==> src/rtl/alu_seq_ctrl_if.sv <==
// Operand/opcode request and result bundle for alu_seq_ctrl.
// master: requester, which drives start/op/a/b. slave: the controller.
interface alu_seq_ctrl_if #(
   parameter int W = 8
);
   logic           start;
   logic [1:0]     op;
   logic [W-1:0]   a;
   logic [W-1:0]   b;
   logic           busy;
   logic           done;
   logic [2*W-1:0] res;
   logic           carry;

   modport master (output start, op, a, b, input busy, done, res, carry);
   modport slave  (input start, op, a, b, output busy, done, res, carry);
endinterface

==> src/rtl/alu_seq_ctrl.sv <==
// Add/sub/mul sequencer over one shared W-bit ripple adder, start/busy/done handshake.
// Optional macro ALU_SEQ_ZERO_SKIP_EN: a multiply with a zero operand goes straight to DONE.
module alu_seq_ctrl #(
   parameter int W = 8
) (
   input  logic         clk,
   input  logic         rst,
   alu_seq_ctrl_if.slave alu,
   output logic [1:0]   state_o
);
   // Handshake: start is sampled only in IDLE. busy is high in EXEC and MUL.
   // done pulses high for the single DONE cycle. res and carry hold their value until the next completion.
   localparam int CW = $clog2(W) + 1;

   typedef enum logic [1:0] {IDLE = 2'd0, EXEC = 2'd1, MUL = 2'd2, DONE = 2'd3} state_t;

   state_t         state_q, state_d;
   logic [W-1:0]   a_q, b_q, hi_q, lo_q;
   logic [1:0]     op_q;
   logic [CW-1:0]  cnt_q;
   logic [2*W-1:0] res_q;
   logic           carry_q;
   logic           busy_c, done_c;
   logic           zero_skip;
   logic [W-1:0]   add_x, add_y;
   logic           add_cin;
   logic [W:0]     sum;

`ifdef ALU_SEQ_ZERO_SKIP_EN
   assign zero_skip = (alu.a == '0) || (alu.b == '0);
`else
   assign zero_skip = 1'b0;
`endif

   always_ff @(posedge clk or posedge rst) begin
      if (rst) state_q <= IDLE;
      else     state_q <= state_d;
   end

   always_comb begin
      state_d = state_q;
      case (state_q)
         IDLE: if (alu.start) begin
            if (alu.op == 2'b10) state_d = zero_skip ? DONE : MUL;
            else                 state_d = EXEC;
         end
         EXEC:    state_d = DONE;
         MUL:     if (cnt_q == CW'(W - 1)) state_d = DONE;
         DONE:    state_d = IDLE;
         default: state_d = IDLE;
      endcase
   end

   always_comb begin
      busy_c = 1'b0;
      done_c = 1'b0;
      case (state_q)
         EXEC, MUL: busy_c = 1'b1;
         DONE:      done_c = 1'b1;
         default:   ;
      endcase
   end

   // One adder serves both paths: a +/- b in EXEC, hi + (lo[0] ? a : 0) in MUL.
   always_comb begin
      add_x   = hi_q;
      add_y   = '0;
      add_cin = 1'b0;
      if (state_q == EXEC) begin
         add_x   = a_q;
         add_y   = (op_q == 2'b01) ? ~b_q : b_q;
         add_cin = (op_q == 2'b01);
      end else if (lo_q[0]) begin
         add_y = a_q;
      end
   end

   assign sum = {1'b0, add_x} + {1'b0, add_y} + {{W{1'b0}}, add_cin};

   always_ff @(posedge clk or posedge rst) begin
      if (rst) begin
         a_q     <= '0;
         b_q     <= '0;
         op_q    <= '0;
         hi_q    <= '0;
         lo_q    <= '0;
         cnt_q   <= '0;
         res_q   <= '0;
         carry_q <= 1'b0;
      end else begin
         case (state_q)
            IDLE: if (alu.start) begin
               a_q   <= alu.a;
               b_q   <= alu.b;
               op_q  <= alu.op;
               hi_q  <= '0;
               lo_q  <= alu.b;
               cnt_q <= '0;
               if (alu.op == 2'b10 && zero_skip) begin
                  res_q   <= '0;
                  carry_q <= 1'b0;
               end
            end
            EXEC: begin
               if (op_q == 2'b11) begin
                  res_q   <= '0;
                  carry_q <= 1'b0;
               end else begin
                  res_q   <= {{W{1'b0}}, sum[W-1:0]};
                  carry_q <= sum[W];
               end
            end
            MUL: begin
               // {hi,lo} shifts right by one, taking the adder's carry-out in at the top.
               hi_q  <= sum[W:1];
               lo_q  <= {sum[0], lo_q[W-1:1]};
               cnt_q <= cnt_q + 1'b1;
               if (cnt_q == CW'(W - 1)) begin
                  res_q   <= {sum, lo_q[W-1:1]};
                  carry_q <= 1'b0;
               end
            end
            default: ;
         endcase
      end
   end

   assign alu.busy  = busy_c;
   assign alu.done  = done_c;
   assign alu.res   = res_q;
   assign alu.carry = carry_q;
   assign state_o   = state_q;
endmodule

==> src/flat_wrapper.sv <==
// flat-port wrapper written by rule: the top's interface ports become plain ports
module alu_seq_ctrl_flat 
#(
   parameter int W = 8
)
  (clk, rst, state_o, alu_start, alu_op, alu_a, alu_b, alu_busy, alu_done, alu_res, alu_carry);
  alu_seq_ctrl_if #(.W(W)) alu_i ();
  input  logic clk;
  input  logic rst;
  output logic [1:0] state_o;
  input wire logic [$bits(alu_i.start)-1:0] alu_start;
  input wire logic [$bits(alu_i.op)-1:0] alu_op;
  input wire logic [$bits(alu_i.a)-1:0] alu_a;
  input wire logic [$bits(alu_i.b)-1:0] alu_b;
  output wire logic [$bits(alu_i.busy)-1:0] alu_busy;
  output wire logic [$bits(alu_i.done)-1:0] alu_done;
  output wire logic [$bits(alu_i.res)-1:0] alu_res;
  output wire logic [$bits(alu_i.carry)-1:0] alu_carry;
  assign alu_i.start = alu_start;
  assign alu_i.op = alu_op;
  assign alu_i.a = alu_a;
  assign alu_i.b = alu_b;
  assign alu_busy = alu_i.busy;
  assign alu_done = alu_i.done;
  assign alu_res = alu_i.res;
  assign alu_carry = alu_i.carry;
  alu_seq_ctrl #(.W(W)) u_core (.clk(clk), .rst(rst), .alu(alu_i), .state_o(state_o));
endmodule
==> config.mk <==
export PLATFORM = sky130hd
export DESIGN_NAME = alu_seq_ctrl_flat
export DESIGN_NICKNAME = d
export VERILOG_FILES = /design/src/rtl/alu_seq_ctrl_if.sv /design/src/rtl/alu_seq_ctrl.sv /design/src/flat_wrapper.sv
export SDC_FILE = /design/constraint.sdc
export NUM_CORES = 1
export LEC_CHECK = 0
export BUFFER_PORTS_ARGS = -buffer_cell sky130_fd_sc_hd__buf_2
export CORE_MARGIN = 10
export CORE_UTILIZATION = 50
export CTS_CLUSTER_DIAMETER = 50
export DETAILED_ROUTE_END_ITERATION = 7
export MAX_ROUTING_LAYER = met4
export PLACE_DENSITY = 0.82
export SETUP_SLACK_MARGIN = 0.2
export SLEW_MARGIN = 20
export SYNTH_ARGS = -nofsm -noshare
export SYNTH_HDL_FRONTEND = slang
export SYNTH_SLANG_ARGS = --single-unit
==> constraint.sdc <==
create_clock -name clk -period 3.45 [get_ports clk]
set_input_delay 0.8625 -clock clk [delete_from_list [all_inputs] [get_ports clk]]
set_output_delay 0.8625 -clock clk [all_outputs]
set_load 0.05 [all_outputs]
======== After elaboration in Yosys (flattened, before gate mapping) ========
Index checks and enable logic that the tools add are counted.
word-level totals
  word-level logic and storage cells ...... 53
  output and inout port bits .............. 21
  register bits after elaboration ......... 57
operators by class
  mux-type cells .......................... 23
  bitwise gates (word level) .............. 1
  add/subtract/negate cells ............... 3
  reduce and logical (&&, ||, !) cells .... 8
  equal/unequal tests ..................... 9
operators with widths
  kind                                                    number
  two-way mux 8 bit                                       7
  case mux 16 bit (2 select lines)                        1
  case mux 8 bit (2 select lines)                         2
  two-way mux 16 bit                                      1
  adder 8 x 8 -> 9 bit                                    1
  adder 9 x 1 -> 9 bit                                    1
  == test 2 bit (second input constant)                   4
  NOT 8 bit                                               1
  case mux 2 bit (4 select lines)                         1
  case mux 4 bit (2 select lines)                         1
  AND reduction 2 bit                                     4
  two-way mux 2 bit                                       3
  two-way mux 1 bit                                       5
  adder 4 x 1 -> 4 bit (second input constant)            1
  == test 2 x 1 -> 1 bit (second input constant)          2
  == test 4 x 3 -> 1 bit (second input constant)          1
  two-way mux 4 bit                                       1
  nonzero test 2 bit                                      2
  logical NOT 2 bit                                       1
  inequality test 2 x 1 -> 1 bit (second input constant)  1
  inequality test 2 bit (second input constant)           1
  case mux 1 bit (2 select lines)                         1
  OR reduction 2 bit                                      1

======== Depth between registers and ports, before layout ========
Gate-level depths: netlist (run 1).
  word-level depth ........................ 7
  gate-level depth with buffers ........... 14
  mapped depth without buffers ............ 12

======== Least setup slack after synthesis (run 1) ========
Ideal clock, no wire load.
  path kind ............................... reg2reg
  start ................................... register u_core.state_q[1], in the netlist u_core.state_o[1]
  end ..................................... register u_core.hi_q[5]
  path slack .............................. 0.394 ns
  required time ........................... 3.329 ns
  buffers on the path ..................... 2
  stages on the path, launching flop included .. 14
  period minus slack after synthesis ...... 3.056 ns
  arrival ................................. 2.935 ns
  path through ............................ dfrtp_1 -> inv_1 -> ha_1 -> buf_2 -> buf_2 -> o21ai_0 -> fa_1 -> inv_1 -> fa_1 -> nand2b_1 -> a21oi_1 -> nor2_1 -> xnor2_1 -> a22o_1
between the ends
  cells in the longest elaborated chain, start to end .. 5
  elaborated cells on any way between the ends .. 12
  those cells by class .................... 2 x add/sub; 3 x eq/ne; 4 x mux; 3 x reduce/logical
ends and longest elaborated chain
  item                             line                 RTL
  start, declared                  alu_seq_ctrl.sv:17   state_t state_q, state_d;
  start signal, assigned           alu_seq_ctrl.sv:37   else state_q <= state_d;
  == test 2 x 1 -> 1 bit           alu_seq_ctrl.sv:69   if (state_q == EXEC) begin
  two-way mux 8 bit                alu_seq_ctrl.sv:69
  adder 8 x 8 -> 9 bit             alu_seq_ctrl.sv:78   assign sum = {1'b0, add_x} + {1'b0, add_y} + {{W{1'b0}}, add_cin};
  adder 9 x 1 -> 9 bit             alu_seq_ctrl.sv:78
  case mux 8 bit (2 select lines)  alu_seq_ctrl.sv:91   case (state_q)
  end signal, assigned             alu_seq_ctrl.sv:115  hi_q <= sum[W:1];
  end, declared                    alu_seq_ctrl.sv:18   logic [W-1:0] a_q, b_q, hi_q, lo_q;
Parallel ways exist; a longest one is shown, timed or not.
A chain may end at the register's enable or synchronous reset.

======== Worst setup path after layout (run 1) ========
  start ................................... register u_core.state_q[1], in the netlist u_core.state_o[1]
  end ..................................... register u_core.res_q[13], in the netlist u_core.alu.res[13]
between the ends
  cells in the longest elaborated chain, start to end .. 6
  elaborated cells on any way between the ends .. 12
  those cells by class .................... 2 x add/sub; 3 x eq/ne; 5 x mux; 2 x reduce/logical
ends and longest elaborated chain
  item                              line                                    RTL
  == test 2 x 1 -> 1 bit            alu_seq_ctrl.sv:69, alu_seq_ctrl.sv:91
  two-way mux 8 bit                 alu_seq_ctrl.sv:69
  adder 8 x 8 -> 9 bit              alu_seq_ctrl.sv:78
  adder 9 x 1 -> 9 bit              alu_seq_ctrl.sv:78
  two-way mux 16 bit                alu_seq_ctrl.sv:118                     if (cnt_q == CW'(W - 1)) begin
  case mux 16 bit (2 select lines)  alu_seq_ctrl.sv:91
  end signal, assigned              alu_seq_ctrl.sv:109                     res_q <= {{W{1'b0}}, sum[W-1:0]};
  end signal, assigned              alu_seq_ctrl.sv:119                     res_q <= {sum, lo_q[W-1:1]};
  end, declared                     alu_seq_ctrl.sv:21                      logic [2*W-1:0] res_q;
Parallel ways exist; a longest one is shown, timed or not. The select of a mux whose other input is x is not followed.

==> reports/results.tsv, run 1 <==
stage	metric	value	unit
global_route	antenna violations before repair	0	
cells_and_area	most frequent cells in the layout	57 x dfrtp_1, 41 x buf_2, 26 x mux2_2, 22 x nand2_1, 20 x nor2_1	
clocking	Post CTS Setup Buffer Count	0	
hold_path	Hold Path Origin	u_core.alu.res[2]	
setup_path	Critical Path RT	3.73	ns
cells_and_area	commonest non-fill, non-tap cell in the layout	dfrtp_1	
floorplanning	area of the core	5640	µm²
setup_path	Slowest cell on crit path	ha_1	
setup_path	Critical Path AT	3.28	ns
detailed_routing	violation count after the first detailed-routing iteration	153	
setup_path	worst path cell trace	inv_1, ha_1, inv_1, nor2_1, fa_1, inv_1, fa_1, nand2b_1, a21oi_1, nor2_1, xnor2_1, a22o_1	
floorplanning	initial core utilization	0.525	
setup_path	reg2reg setup slack	0.45	ns
sta	post-route clock skew	0.00964	ns
synth	Syn Std Cell Area	2960	µm²
hold_path	hold depth	2	
global_route	vias in the first global route	2303	
detailed_routing	via count	2243	
floorplanning	Die ar.	9410	µm²
synth	Synth warnings	0	
setup_path	reg2reg end	u_core.alu.res[13]	
cells_and_area	diode count	0	
clocking	Sink Count	57	
clocking	CTS tree	yes	
clocking	Clock Pin Slew Worst Setup and Hold Paths	0.07	ns
setup_path	slowest stage delay, CP	0.44	ns
sta	TNS Setup	0	ns
global_route	largest net degree at the start of global routing	58	
global_route	GRT Total Usage	0.154	
global_route	global-route wire length before repair	11600	µm
floorplanning	Die Y	97.0	µm
job	Max-Cap Viols	0	
hold_path	Hold EP	u_core.alu.res[2]	
setup_path	CP dominant cell by count	inv_1	
synth	syn nets	304	
place	Final Wtd Congestion	0.878	
floorplanning	IO Count	42	
setup_path	R2R Path Start	u_core.state_o[1]	
sta	# setup viols final	0	
setup_path	Max FO, Critical Path	10	
detailed_routing	Residual DRC	0	
synth	asr flop ratio synth	1.00	
hold_path	Hold Path Class	reg2reg	
floorplanning	Die Width	97.0	µm
sta	max_slew headroom	0.436	
setup_path	R2R depth	12	
sta	fin crit period	3.00	ns
cells_and_area	Layout area overhead	15.8	%
cells_and_area	share of cells above drive strength 1	0.305	
sta	Least-Margin Pin Slew	0.840	ns
synth	Synth Instances	268	
synth	Mapped Avg Cell Area	11.1	µm²
synth	sequential-to-total area share from yosys stat	0.481	
clocking	CTS root buffer	clkbuf_8	
place	input/output buffers	41	
setup_path	CP startpoint kind	flop	
detailed_routing	WL final	6930	µm
run_status	outcome	finished, final reports clean	
clocking	CTS buffer count	9	
synth	number of library cell types mapped by synthesis	40	
place	DP HPWL	5280	µm
cells_and_area	Final #Nets	349	
clocking	CTS Hold Bufs	0	
clocking	CTS H-tree depth	3	
global_route	grt ovf	0	
detailed_routing	Antenna Nets Post-Route	0	
clocking	post-cts resize count	0	
synth	EDFF count, synth	0	
clocking	maximum root-to-sink buffer count	2	
sta	Final Cycle Share	0.868	
sta	number of hold violations in the final report	0	
setup_path	Worst Setup Path Type	reg2reg	
detailed_routing	WL/cell	17.8	µm
setup_path	crit path capture type	flop	
synth	FF+latch count, synth	57	
sta	max-slew violations	0	
sta	achievable frequency	0.334	GHz
sta	unrepaired setup endpoints after global routing	false	
detailed_routing	DR pass1 iterations	4	
floorplanning	num rows	27	
clocking	Clock Latency Late Sink	0.34	ns
synth	Most used DFF post-synth	dfrtp_1	
cells_and_area	filler cell count	452	
detailed_routing	drt via density	5.75	
[metal layers]
metal  part of all wire  vias up  global-route usage
li1                   -     1049                   -
met1               0.44     1111               0.186
met2               0.48       72               0.236
met3              0.060       11              0.0440
met4              0.017        0              0.0676
met5                  0        -                   -
[worst max-delay path by stage]
stage | startpoint | endpoint | cells past startpoint
floorplan | u_core.state_o[1] | u_core.hi_q[5] | 13
global placement | u_core.state_o[1] | u_core.hi_q[5] | 11
detailed placement | u_core.state_o[1] | u_core.hi_q[5] | 11
CTS | u_core.state_o[1] | u_core.alu.res[13] | 11
global route | u_core.state_o[1] | u_core.hi_q[5] | 12
finish | u_core.state_o[1] | u_core.alu.res[13] | 12
[area by class of cell]
cell class | instances | area, µm² | area share
Timing Repair Buffer | 46 | 243 | 0.0707
Inverter | 11 | 41.3 | 0.0120
Multi-Input combinational cell | 188 | 1430 | 0.415
Clock buffer | 12 | 155 | 0.0452
Sequential cell | 57 | 1430 | 0.415
Clock inverter | 4 | 51.3 | 0.0149
Tap cell | 72 | 90.1 | 0.0262
[registers in the layout, summed over array words and instances, names as in the netlist]
signal	cells
u_core.alu.res	16
u_core.a_q	8
u_core.b_q	8
u_core.hi_q	8
u_core.lo_q	8
u_core.cnt_q	4
u_core.op_q	2
u_core.state_o	2
u_core.alu.carry	1
[kinds of logic (layout without fill, tap and decap cells)]
| family | count (synthesis) | after routing | synth area share |
|---|---|---|---|
| multiplexers | 27 | 27 | 0.102 |
| buffers and inverters | 23 | 73 | 0.0384 |
| flip-flops | 57 | 57 | 0.481 |
| XOR/XNOR | 14 | 14 | 0.0414 |
| adder cells (fa/ha/maj) | 15 | 15 | 0.0684 |
| AO/OA/AOI/OAI | 73 | 73 | 0.177 |
| AND/OR/NAND/NOR | 59 | 59 | 0.0912 |
[Yosys cell counts, types with 2 or more instances]
master / count / share of area
nand3b_1: 2 / 0.0051
ha_1: 13 / 0.055
a21oi_4: 2 / 0.011
a22o_1: 18 / 0.053
o22ai_1: 9 / 0.019
nand2_1: 22 / 0.028
a21oi_1: 7 / 0.012
o21ai_0: 19 / 0.032
nand3_1: 2 / 0.0034
dfrtp_1: 57 / 0.48
nand2b_1: 5 / 0.011
fa_1: 2 / 0.014
xor2_1: 8 / 0.024
nor2_1: 20 / 0.025
and3_1: 2 / 0.0042
clkbuf_1: 2 / 0.0025
buf_6: 2 / 0.0076
a21o_1: 6 / 0.015
nor2b_1: 2 / 0.0042
o211ai_1: 2 / 0.0051
xnor2_1: 6 / 0.018
buf_2: 6 / 0.010
a222oi_1: 2 / 0.0068
mux2_2: 26 / 0.099
inv_1: 10 / 0.013
a22o_2: 2 / 0.0068
[per-stage QoR]
stage                     hold slack, ns  instances  instance area (µm²)  setup WS [ns]  utilization
final                              0.478        390                 3430          0.454        0.609
after global routing               0.525        390                 3430          0.274        0.609
after CTS                          0.485        390                 3430          0.413        0.608
after detailed placement           0.470        374                 3220          0.430        0.572
after global placement             0.463        374                 3220          0.587        0.572
after floorplan                    0.446        268                 2960          0.394            -
[worst max-delay path: cells and delay by family, from the launching register on]
| kind | cells | cell delay (ns) |
|---|---|---|
| and+or+nand+nor | 3 | 0.42 |
| buffers and inverters | 3 | 0.35 |
| adders and majority gates | 3 | 1.04 |
| DFF | 1 | 0.42 |
| AOI/OAI and AO/OA | 2 | 0.36 |
| xor gates and xnor gates | 1 | 0.33 |
Power of run 1 is not shown: default switching activity piles up to over one toggle a cycle in this logic, so the estimate is an artifact.
==> run 2: changes to the inputs <==
--- a/config.mk
+++ b/config.mk
@@ -8,6 +8,7 @@
 export BUFFER_PORTS_ARGS = -buffer_cell sky130_fd_sc_hd__buf_2
 export CORE_MARGIN = 10
 export CORE_UTILIZATION = 50
+export CTS_BUF_LIST = sky130_fd_sc_hd__clkbuf_4
 export CTS_CLUSTER_DIAMETER = 50
 export DETAILED_ROUTE_END_ITERATION = 7
 export MAX_ROUTING_LAYER = met4
==> constraint.sdc (replaced) <==
create_clock -name clk -period 3.2 [get_ports clk]
set_input_delay 0.8 -clock clk [delete_from_list [all_inputs] [get_ports clk]]
set_output_delay 0.8 -clock clk [all_outputs]
set_load 0.05 [all_outputs]
==> run 2 against run 1 <==
- sequential share of layout area barely moved
- clock skew rose by 0.0052 ns
- die area did not move
- flip-flop and latch count did not move
- utilization rose by 0.16 points
- final area rose by 0.26%
- maximum frequency rose by 6.1%
- hold slack got worse by 0.0080 ns
- clock-buffer cell count fell by 2
- critical path type unchanged
- critical endpoint is now u_core.alu.carry
- largest cell class is now multi-input combinational cells
==> reports/results.tsv, run 2 (synthesis results as in run 1) <==
stage	metric	value	unit	change
setup_path	crit path capture type	flop		unchanged
clocking	CTS root buffer	clkbuf_4		was clkbuf_8
setup_path	worst path cell trace	inv_1, ha_4, mux2_2, fa_1, inv_1, fa_1, nand2b_1, a21oi_1, o21ai_0, a21oi_2, a22o_1		was inv_1, ha_1, inv_1, nor2_1, fa_1, inv_1, fa_1, nand2b_1, a21oi_1, nor2_1, xnor2_1, a22o_1
hold_path	Hold Path Class	in2async		was reg2reg
cells_and_area	design area	3440	µm²	was 3430 µm²
global_route	largest net degree at the start of global routing	31		was 58
floorplanning	Die Width	97.0	µm	unchanged
setup_path	critical path's top delay family	adder cells		unchanged
detailed_routing	Residual DRC	0		unchanged
cells_and_area	Final #Nets	351		was 349
clocking	maximum root-to-sink buffer count	2		unchanged
global_route	grt ovf	0		unchanged
sta	max-slew violations	0		unchanged
clocking	CTS tree	yes		unchanged
setup_path	R2R Path Start	u_core.state_o[1]		unchanged
global_route	antenna violations before repair	1		was 0
detailed_routing	drt via density	5.62		was 5.75
sta	Final Cycle Share	0.882		was 0.868
clocking	post-cts resize count	1		was 0
detailed_routing	WL final	7010	µm	was 6930 µm
floorplanning	IO Count	42		unchanged
clocking	Sink Count	57		unchanged
setup_path	reg2reg end	u_core.alu.carry		was u_core.alu.res[13]
clocking	CTS buffer count	9		unchanged
global_route	GRT Total Usage	0.152		was 0.154
sta	unrepaired setup endpoints after global routing	false		unchanged
setup_path	R2R depth	11		was 12
place	input/output buffers	41		unchanged
clocking	Clock Latency Late Sink	0.41	ns	was 0.34 ns
sta	post-route clock skew	0.0148	ns	was 0.00964 ns
cells_and_area	share of cells above drive strength 1	0.319		was 0.305
setup_path	critical path launch point	u_core.state_o[1]		unchanged
floorplanning	area of the core	5640	µm²	unchanged
place	Final Wtd Congestion	0.824		was 0.878
cells_and_area	commonest non-fill, non-tap cell in the layout	dfrtp_1		unchanged
global_route	global-route wire length before repair	11200	µm	was 11600 µm
sta	# setup viols final	0		unchanged
sta	achievable frequency	0.354	GHz	was 0.334 GHz
floorplanning	initial core utilization	0.525		unchanged
sta	max_slew headroom	0.558		was 0.436
setup_path	Crit. path cell count	11		was 12
run_status	outcome	finished, final reports clean		unchanged
setup_path	CP startpoint kind	flop		unchanged
sta	TNS Setup	0	ns	unchanged
floorplanning	Die ar.	9410	µm²	unchanged
place	Placed Area	3240	µm²	was 3220 µm²
detailed_routing	WL/cell	17.8	µm	about the same
floorplanning	Die Y	97.0	µm	unchanged
cells_and_area	Layout area overhead	16.1	%	was 15.8%
sta	number of hold violations in the final report	0		unchanged
setup_path	Critical Path AT	3.11	ns	was 3.28 ns
place	DP HPWL	5320	µm	was 5280 µm
setup_path	CP bufs+invs	2		was 3
global_route	vias in the first global route	2230		was 2303
sta	Least-Margin Pin Slew	0.662	ns	was 0.840 ns
setup_path	Worst Setup Path Type	reg2reg		unchanged
floorplanning	num rows	27		unchanged
setup_path	slowest stage delay, CP	0.45	ns	was 0.44 ns
cells_and_area	filler cell count	458		was 452
setup_path	Slowest cell on crit path	dfrtp_2		was ha_1
job	Max-Cap Viols	0		unchanged
setup_path	Critical Path Sink	u_core.alu.carry		was u_core.alu.res[13]
detailed_routing	via count	2209		was 2243
sta	fin crit period	2.82	ns	was 3.00 ns
cells_and_area	max reg flops	16		unchanged
detailed_routing	violation count after the first detailed-routing iteration	181		was 153
detailed_routing	Antenna Nets Post-Route	0		unchanged
detailed_routing	DR pass1 iterations	4		unchanged
setup_path	Critical Path RT	3.49	ns	was 3.73 ns
clocking	CTS H-tree depth	3		unchanged
clocking	CTS Hold Bufs	0		unchanged
clocking	Clock Pin Slew Worst Setup and Hold Paths	0.11	ns	was 0.07 ns
clocking	Post CTS Setup Buffer Count	0		unchanged
setup_path	reg2reg setup slack	0.38	ns	was 0.45 ns
setup_path	Max FO, Critical Path	9		was 10
cells_and_area	most frequent cells in the layout	55 x dfrtp_1, 41 x buf_2, 26 x mux2_2, 22 x nand2_1, 20 x nor2_1		was 57 x dfrtp_1, 41 x buf_2, 26 x mux2_2, 22 x nand2_1, 20 x nor2_1
[run 2: cell count changes in the layout (fill, tap and decap cells not counted), sizes merged]
cell / previous run / this run
buf: 46 / 48
clkbuf: 12 / 10
bufinv: 1 / 3
diode: 0 / 1
[run 2: cell type report]
type | count | area (µm²) | area share
antenna | 1 | 2.50 | 0.000727
inverter | 11 | 41.3 | 0.0120
clock buffer | 10 | 75.1 | 0.0218
timing repair buffer | 48 | 258 | 0.0749
clock inverter | 6 | 106 | 0.0309
multi-input combinational | 188 | 1440 | 0.418
sequential | 57 | 1430 | 0.415
tap | 72 | 90.1 | 0.0262
[run 2: how the worst min path moves through the flow]
stage                     slack, ns         startpoint                end
after floorplan                0.45     u_core.hi_q[0]     u_core.hi_q[0]
after global placement         0.46  u_core.alu.res[2]  u_core.alu.res[2]
after detailed placement       0.47  u_core.alu.res[2]  u_core.alu.res[2]
after CTS                      0.47                rst    u_core.cnt_q[3]
after global routing           0.50                rst  u_core.alu.res[6]
final                          0.47                rst  u_core.state_o[1]
[run 2: per-layer routing]
metal	global-route usage	part of all wire	vias to the layer above
met3	0.0284	0.067	7
met1	0.196	0.46	1076
li1	-	-	1047
met4	0.0868	0.018	0
met5	-	0	-
met2	0.219	0.46	79
[run 2: per-stage QoR]
step / cells / hold WS, ns / util / worst slack [ns]
3_5_place_dp: 376 / 0.466 / 0.575 / 0.222
6_report: 393 / 0.470 / 0.610 / 0.377
2_1_floorplan: 268 / 0.446 / - / 0.275
5_1_grt: 393 / 0.505 / 0.610 / 0.253
3_3_place_gp: 376 / 0.461 / 0.575 / 0.298
4_1_cts: 392 / 0.472 / 0.607 / 0.283
[run 2: worst register-to-register path: stages (launching register included)]
cell	delay (ns)
dfrtp_2	0.45
inv_1	0.15
ha_4	0.22
mux2_2	0.37
fa_1	0.41
inv_1	0.09
fa_1	0.19
nand2b_1	0.13
a21oi_1	0.08
o21ai_0	0.28
a21oi_2	0.13
a22o_1	0.21
Power of run 2 is left out for the same reason.
